$ cat config.mk
export PLATFORM = sky130hd
export DESIGN_NAME = riscv_wb_arbiter
export DESIGN_NICKNAME = d
export VERILOG_FILES = /design/src/rtl/riscv_wb_arbiter.sv
export SDC_FILE = /design/constraint.sdc
export NUM_CORES = 1
export LEC_CHECK = 0
export ABC_AREA = 1
export CORE_AREA = 3 3 106 108
export DETAILED_ROUTE_END_ITERATION = 16
export DIE_AREA = 0 0 109 111
export GPL_ROUTABILITY_DRIVEN = 0
export GPL_TIMING_DRIVEN = 1
export HOLD_SLACK_MARGIN = 0.08
export PLACE_DENSITY = 0.8
export SLEW_MARGIN = 25
export SYNTH_ARGS = -nofsm -noshare
export SYNTH_HDL_FRONTEND = slang
export SYNTH_SLANG_ARGS = --single-unit
export TNS_END_PERCENT = 20
$ cat constraint.sdc
create_clock -name clk -period 3.8 [get_ports clk]
set_clock_uncertainty 0.2 [all_clocks]
set_input_delay 0.76 -clock clk [delete_from_list [all_inputs] [get_ports clk]]
set_output_delay 0.76 -clock clk [all_outputs]
set_load 0.01 [all_outputs]
$ cat src/rtl/riscv_wb_arbiter.sv
// Writeback arbiter: round-robin grant of NUM_REQ result buses onto the
// single register-file write port, plus the register busy scoreboard.
module riscv_wb_arbiter #(
    parameter int NUM_REQ = 3,
    parameter int XLEN    = 32
) (
    input  logic                    clk,
    input  logic                    rst,
    input  logic [NUM_REQ-1:0]      req_valid,
    input  logic [5*NUM_REQ-1:0]    req_rd,
    input  logic [XLEN*NUM_REQ-1:0] req_data,
    output logic [NUM_REQ-1:0]      req_ready,
    input  logic                    wb_stall,
    input  logic                    issue_valid,
    input  logic [4:0]              issue_rd,
    input  logic                    flush,
    output logic                    rf_we,
    output logic [4:0]              rf_rd,
    output logic [XLEN-1:0]         rf_wdata,
    output logic [31:0]             busy
);

    localparam int PW  = (NUM_REQ > 1) ? $clog2(NUM_REQ) : 1;
    localparam int PW1 = PW + 1;

    logic [PW-1:0]   ptr_q;
    logic            rf_we_q;
    logic [4:0]      rf_rd_q;
    logic [XLEN-1:0] rf_wdata_q;
    logic [31:0]     busy_q;
    logic [31:0]     busy_d;

    logic [4:0]      rd_a   [NUM_REQ];
    logic [XLEN-1:0] data_a [NUM_REQ];

    logic            found;
    logic [PW-1:0]   gnt_idx;
    logic            allow;
    logic            hs;
    logic [4:0]      sel_rd;
    logic [XLEN-1:0] sel_data;

    for (genvar g = 0; g < NUM_REQ; g++) begin : g_unpack
        assign rd_a[g]   = req_rd[5*g +: 5];
        assign data_a[g] = req_data[XLEN*g +: XLEN];
    end

    // First valid requester searching upward from the slot after the last grant.
    always_comb begin
        logic [PW:0] idx;
        found   = 1'b0;
        gnt_idx = '0;
        idx     = '0;
        for (int k = 1; k <= NUM_REQ; k++) begin
            idx = {1'b0, ptr_q} + PW1'(k);
            if (idx >= PW1'(NUM_REQ)) begin
                idx = idx - PW1'(NUM_REQ);
            end
            if (!found && req_valid[idx[PW-1:0]]) begin
                found   = 1'b1;
                gnt_idx = idx[PW-1:0];
            end
        end
    end

    assign allow = !rst && !wb_stall && !flush;
    assign hs    = found && allow;

    // One-hot grant; only ever depends on valids, stall, flush and the pointer.
    always_comb begin
        req_ready = '0;
        if (hs) begin
            req_ready[gnt_idx] = 1'b1;
        end
    end

    assign sel_rd   = rd_a[gnt_idx];
    assign sel_data = data_a[gnt_idx];

    // Scoreboard next state: clear on writeback, set on issue wins, flush wipes all.
    always_comb begin
        busy_d = busy_q;
        if (hs && sel_rd != 5'd0) begin
            busy_d[sel_rd] = 1'b0;
        end
        if (issue_valid && issue_rd != 5'd0) begin
            busy_d[issue_rd] = 1'b1;
        end
        if (flush) begin
            busy_d = '0;
        end
        busy_d[0] = 1'b0;
    end

    // Pointer, registered write port and scoreboard state.
    always_ff @(posedge clk or posedge rst) begin
        if (rst) begin
            ptr_q      <= PW'(NUM_REQ - 1);
            rf_we_q    <= 1'b0;
            rf_rd_q    <= '0;
            rf_wdata_q <= '0;
            busy_q     <= '0;
        end else begin
            busy_q <= busy_d;
            if (hs) begin
                ptr_q      <= gnt_idx;
                rf_rd_q    <= sel_rd;
                rf_wdata_q <= sel_data;
                rf_we_q    <= (sel_rd != 5'd0);
            end else begin
                rf_we_q <= 1'b0;
            end
        end
    end

    assign rf_we    = rf_we_q;
    assign rf_rd    = rf_rd_q;
    assign rf_wdata = rf_wdata_q;
    assign busy     = busy_q;

endmodule
==> results.json <==
{
  "worstHoldEndpoint": "rf_wdata[19]$_DFFE_PP0P_",
  "synth-seq-cells": 71,
  "final_worst_path_setup_slack_ps": 148,
  "startpoint_of_the_lowest_slack_register_to_register_path": "ptr_q[1]$_DFFE_PP1P_",
  "remaining_number_of_nets_flagged_by_the_antenna_check_after_routing": 0,
  "critical_path.reg2reg.endpoint": "busy[19]$_DFF_PP0_",
  "grt_setup_unrepaired": "no",
  "dieArea_um2": 12100,
  "grt_antenna_before_repair": 0,
  "number_of_instances_in_the_synthesized_netlist": 585,
  "worst_setup_hold_path_clk_slew_ps": 70,
  "hold_path.startpoint": "rf_wdata[19]$_DFFE_PP0P_",
  "critical-path-slowest-cell": "sky130_fd_sc_hd__dfstp_2",
  "fmax_mhz": 274,
  "ctsHoldBuffers": 0,
  "synthFlopType": "sky130_fd_sc_hd__dfrtp_1",
  "post_synth.cell_area_avg_um2": 7.42,
  "via_count": 4768,
  "yosys.cell_types.count": 35,
  "die_width_um": 109,
  "synth.net_count": 713,
  "synth_area_leaders": "sky130_fd_sc_hd__dfrtp_1 (40%), sky130_fd_sc_hd__nand2_1 (16%), sky130_fd_sc_hd__nor2_1 (6.1%)",
  "fin_nets": 905,
  "number_of_antenna_diodes": 0,
  "cts.path.max_buffers": 2,
  "type_of_origin_of_the_critical_path": "flip-flop",
  "setup.reg_to_reg.worst_slack_ps": 310,
  "timing.final.crit_share_pct": 96.1,
  "num_rows": 37,
  "mappedNetlistArea_um2": 4340,
  "timing_max_transition_violations_final": 0,
  "ys_seq_area_share_pct": 41.0,
  "clock_latency_reported_for_the_late_side_of_the_worst_skew_pair_ps": 340,
  "dp.final_hpwl_um": 11000,
  "min_path_cells": 2,
  "globalRoute.totalOverflow": 0,
  "synth.yosys.warnings": 0,
  "clock_tree.htree_level_count": 3,
  "routed_wl_um": 14500,
  "power_density_nw_per_um2": 874,
  "clock_sink_count": 71,
  "tightestPinTransition_ps": 847,
  "worstPathCellList": "inv_1, ha_4, nand2_1, nand2_1, nand2_2, nand2_2, inv_1, a21boi_2, inv_2, nor2_1, inv_1, nor2_1, dlygate4sd2_1",
  "synthToLayoutAreaGrowth_pct": 53.4,
  "top_level_ports": 197,
  "wl_per_cell_um": 15.8,
  "synthArstFlopShare_pct": 100,
  "totalPowerFinal_uw": 5820,
  "total_leakage_power_uw": 0.00277,
  "drv.max_cap_violation_count": 0,
  "floorplan.core_area_um2": 10300,
  "initial_core_util_pct": 42.0,
  "first_global_vias": 4716,
  "cts.root.buffer_cell": "sky130_fd_sc_hd__clkbuf_8",
  "hold_viol_final": 0,
  "critPathMaxStageDelay_ps": 540,
  "drive_above_1_share_pct": 11.3,
  "critPathMostFrequentCell": "sky130_fd_sc_hd__inv_1",
  "synth_most_common_cell": "sky130_fd_sc_hd__nand2_1",
  "final_period_minus_worst_setup_slack_ps": 3650,
  "total_setup_violations_reported_at_the_end_of_the_flow": 0,
  "worstPathRequired_ps": 2840,
  "drt_drc_violations_left": 0,
  "worst-setup-path-type": "reg -> out",
  "cts_tree": "yes",
  "cts-buffers-inserted": 9,
  "fin_util_pct": 64.5,
  "synthDominantAreaCellType": "sky130_fd_sc_hd__dfrtp_1",
  "cp_max_fo": 9,
  "buffer_ports.inserted": 195,
  "number_of_vias_per_cell_after_detailed_routing": 5.19,
  "die-height_um": 111,
  "synth_edf_count": 0,
  "synth_top_area_share_pct": 40.4,
  "grt_start_max_net_pins": 43,
  "worst-r2r-cell-count": 20,
  "power.ir.vdd_worst_mv": 0.591,
  "critPathCaptureType": "output port",
  "cp_data_arrival_time_ps": 2690,
  "first_pass_iters": 5,
  "status": "complete, no violations",
  "grt_pass1_wl_um": 23100,
  "max-slew-margin-rel_pct": 43.1,
  "min-delay-path-class": "reg -> reg",
  "post-place-ws_ps": -76.7,
  "drt_first_iter_violations": 285,
  "most_numerous_cell_types_in_the_synthesized_netlist": "sky130_fd_sc_hd__nand2_1 (181), sky130_fd_sc_hd__nor2_1 (71), sky130_fd_sc_hd__dfrtp_1 (70)",
  "grt.total_usage_pct": 24.1
}
-- critical path: cells and delay by family, from the launching register on --
family | cells | cell delay, ps
adders and majority gates | 1 | 340
AOI/OAI and AO/OA | 1 | 160
buffers and inverters | 5 | 640
and+or+nand+nor | 6 | 660
DFF | 1 | 540
-- report_power, final --
group          leakage (µW)  switching [µW]  internal, µW
Combinational       0.00175            2700          1440
Sequential         0.000924             119           967
Clock             0.0000960             295           301
-- worst max path at each step --
stage | cells past startpoint | to | start | slack, ps
after floorplan | 15 | req_ready[0] | ptr_q[1]$_DFFE_PP1P_ | 520
after global placement | 12 | req_ready[0] | req_valid[2] | -30
after detailed placement | 12 | req_ready[0] | req_valid[2] | -80
after CTS | 12 | req_ready[1] | ptr_q[1]$_DFFE_PP1P_ | 30
after global routing | 20 | busy[10]$_DFF_PP0_ | ptr_q[1]$_DFFE_PP1P_ | 20
final | 13 | req_ready[0] | ptr_q[1]$_DFFE_PP1P_ | 150
-- placed cells by master (no fill, tap or decap), types with 2 or more instances in the layout --
| master | count |
|---|---|
| sky130_fd_sc_hd__o311ai_0 | 2 |
| sky130_fd_sc_hd__dfrtp_1 | 70 |
| sky130_fd_sc_hd__nand2_2 | 12 |
| sky130_fd_sc_hd__buf_12 | 2 |
| sky130_fd_sc_hd__nor3_1 | 11 |
| sky130_fd_sc_hd__nand2_1 | 181 |
| sky130_fd_sc_hd__nand3_4 | 2 |
| sky130_fd_sc_hd__nor2_1 | 70 |
| sky130_fd_sc_hd__clkbuf_8 | 9 |
| sky130_fd_sc_hd__inv_4 | 2 |
| sky130_fd_sc_hd__inv_2 | 6 |
| sky130_fd_sc_hd__o211ai_1 | 30 |
| sky130_fd_sc_hd__clkdlybuf4s50_1 | 192 |
| sky130_fd_sc_hd__a21oi_1 | 20 |
| sky130_fd_sc_hd__nand3b_1 | 3 |
| sky130_fd_sc_hd__nor2_4 | 2 |
| sky130_fd_sc_hd__a31oi_1 | 4 |
| sky130_fd_sc_hd__inv_1 | 29 |
| sky130_fd_sc_hd__ha_1 | 3 |
| sky130_fd_sc_hd__nand3_1 | 34 |
| sky130_fd_sc_hd__buf_4 | 10 |
| sky130_fd_sc_hd__a21oi_2 | 12 |
| sky130_fd_sc_hd__o21ai_0 | 36 |
| sky130_fd_sc_hd__nor2_2 | 2 |
| sky130_fd_sc_hd__nand3_2 | 12 |
| sky130_fd_sc_hd__clkinv_2 | 3 |
| sky130_fd_sc_hd__nand2_4 | 4 |
| sky130_fd_sc_hd__dlygate4sd2_1 | 2 |
-- per-layer routing --
| layer | wire length [µm] | global-route usage, % | up-vias |
|---|---|---|---|
| met4 | 372 | 8.67 | 0 |
| met3 | 1060 | 6.12 | 27 |
| met1 | 5910 | 29.6 | 2247 |
| met5 | 0 | 0 | - |
| li1 | - | - | 2306 |
| met2 | 7190 | 40.3 | 188 |
-- state kept, by name, indices dropped and copies added (netlist names) --
signal,flops
rf_we,1
ptr_q,2
rf_wdata,32
rf_rd,5
busy,31
-- per-stage QoR --
step	instance area [µm²]	setup TNS (ps)	std cells	hold slack [ps]
2_1_floorplan	4340	0	585	300
3_3_place_gp	6450	-32.2	902	281
3_5_place_dp	6450	-899	902	280
4_1_cts	6650	0	918	305
5_1_grt	6660	0	918	332
6_report	6660	0	918	306
-- cell type report --
| class | count | area [µm²] |
|---|---|---|
| Tap cell | 136 | 170 |
| Sequential cell | 71 | 1780 |
| Timing Repair Buffer | 208 | 2080 |
| Clock inverter | 6 | 61.3 |
| Fill cell | 870 | 3670 |
| Clock buffer | 10 | 128 |
| Inverter | 37 | 144 |
| Multi-Input combinational cell | 450 | 2300 |
-- logic make-up (layout without fill, tap and decap cells) --
group | count (synthesis) | count (layout) | synth area share, %
adders and majority gates | 4 | 4 | 1.15
other | 1 | 1 | 0.0864
buffers and inverters | 64 | 261 | 6.55
DFF | 71 | 71 | 41.0
and+or+nand+nor | 335 | 335 | 35.1
AOI/OAI and AO/OA | 110 | 110 | 16.1
-- timing repair --
item / CTS / global route
gates resized for setup: 6 / 2
cloned: 0 / 0
setup endpoints to repair: 3 / 25
pin swaps: 0 / 0
buffers inserted: 0 / 0
(Power assumes the default switching activity.)
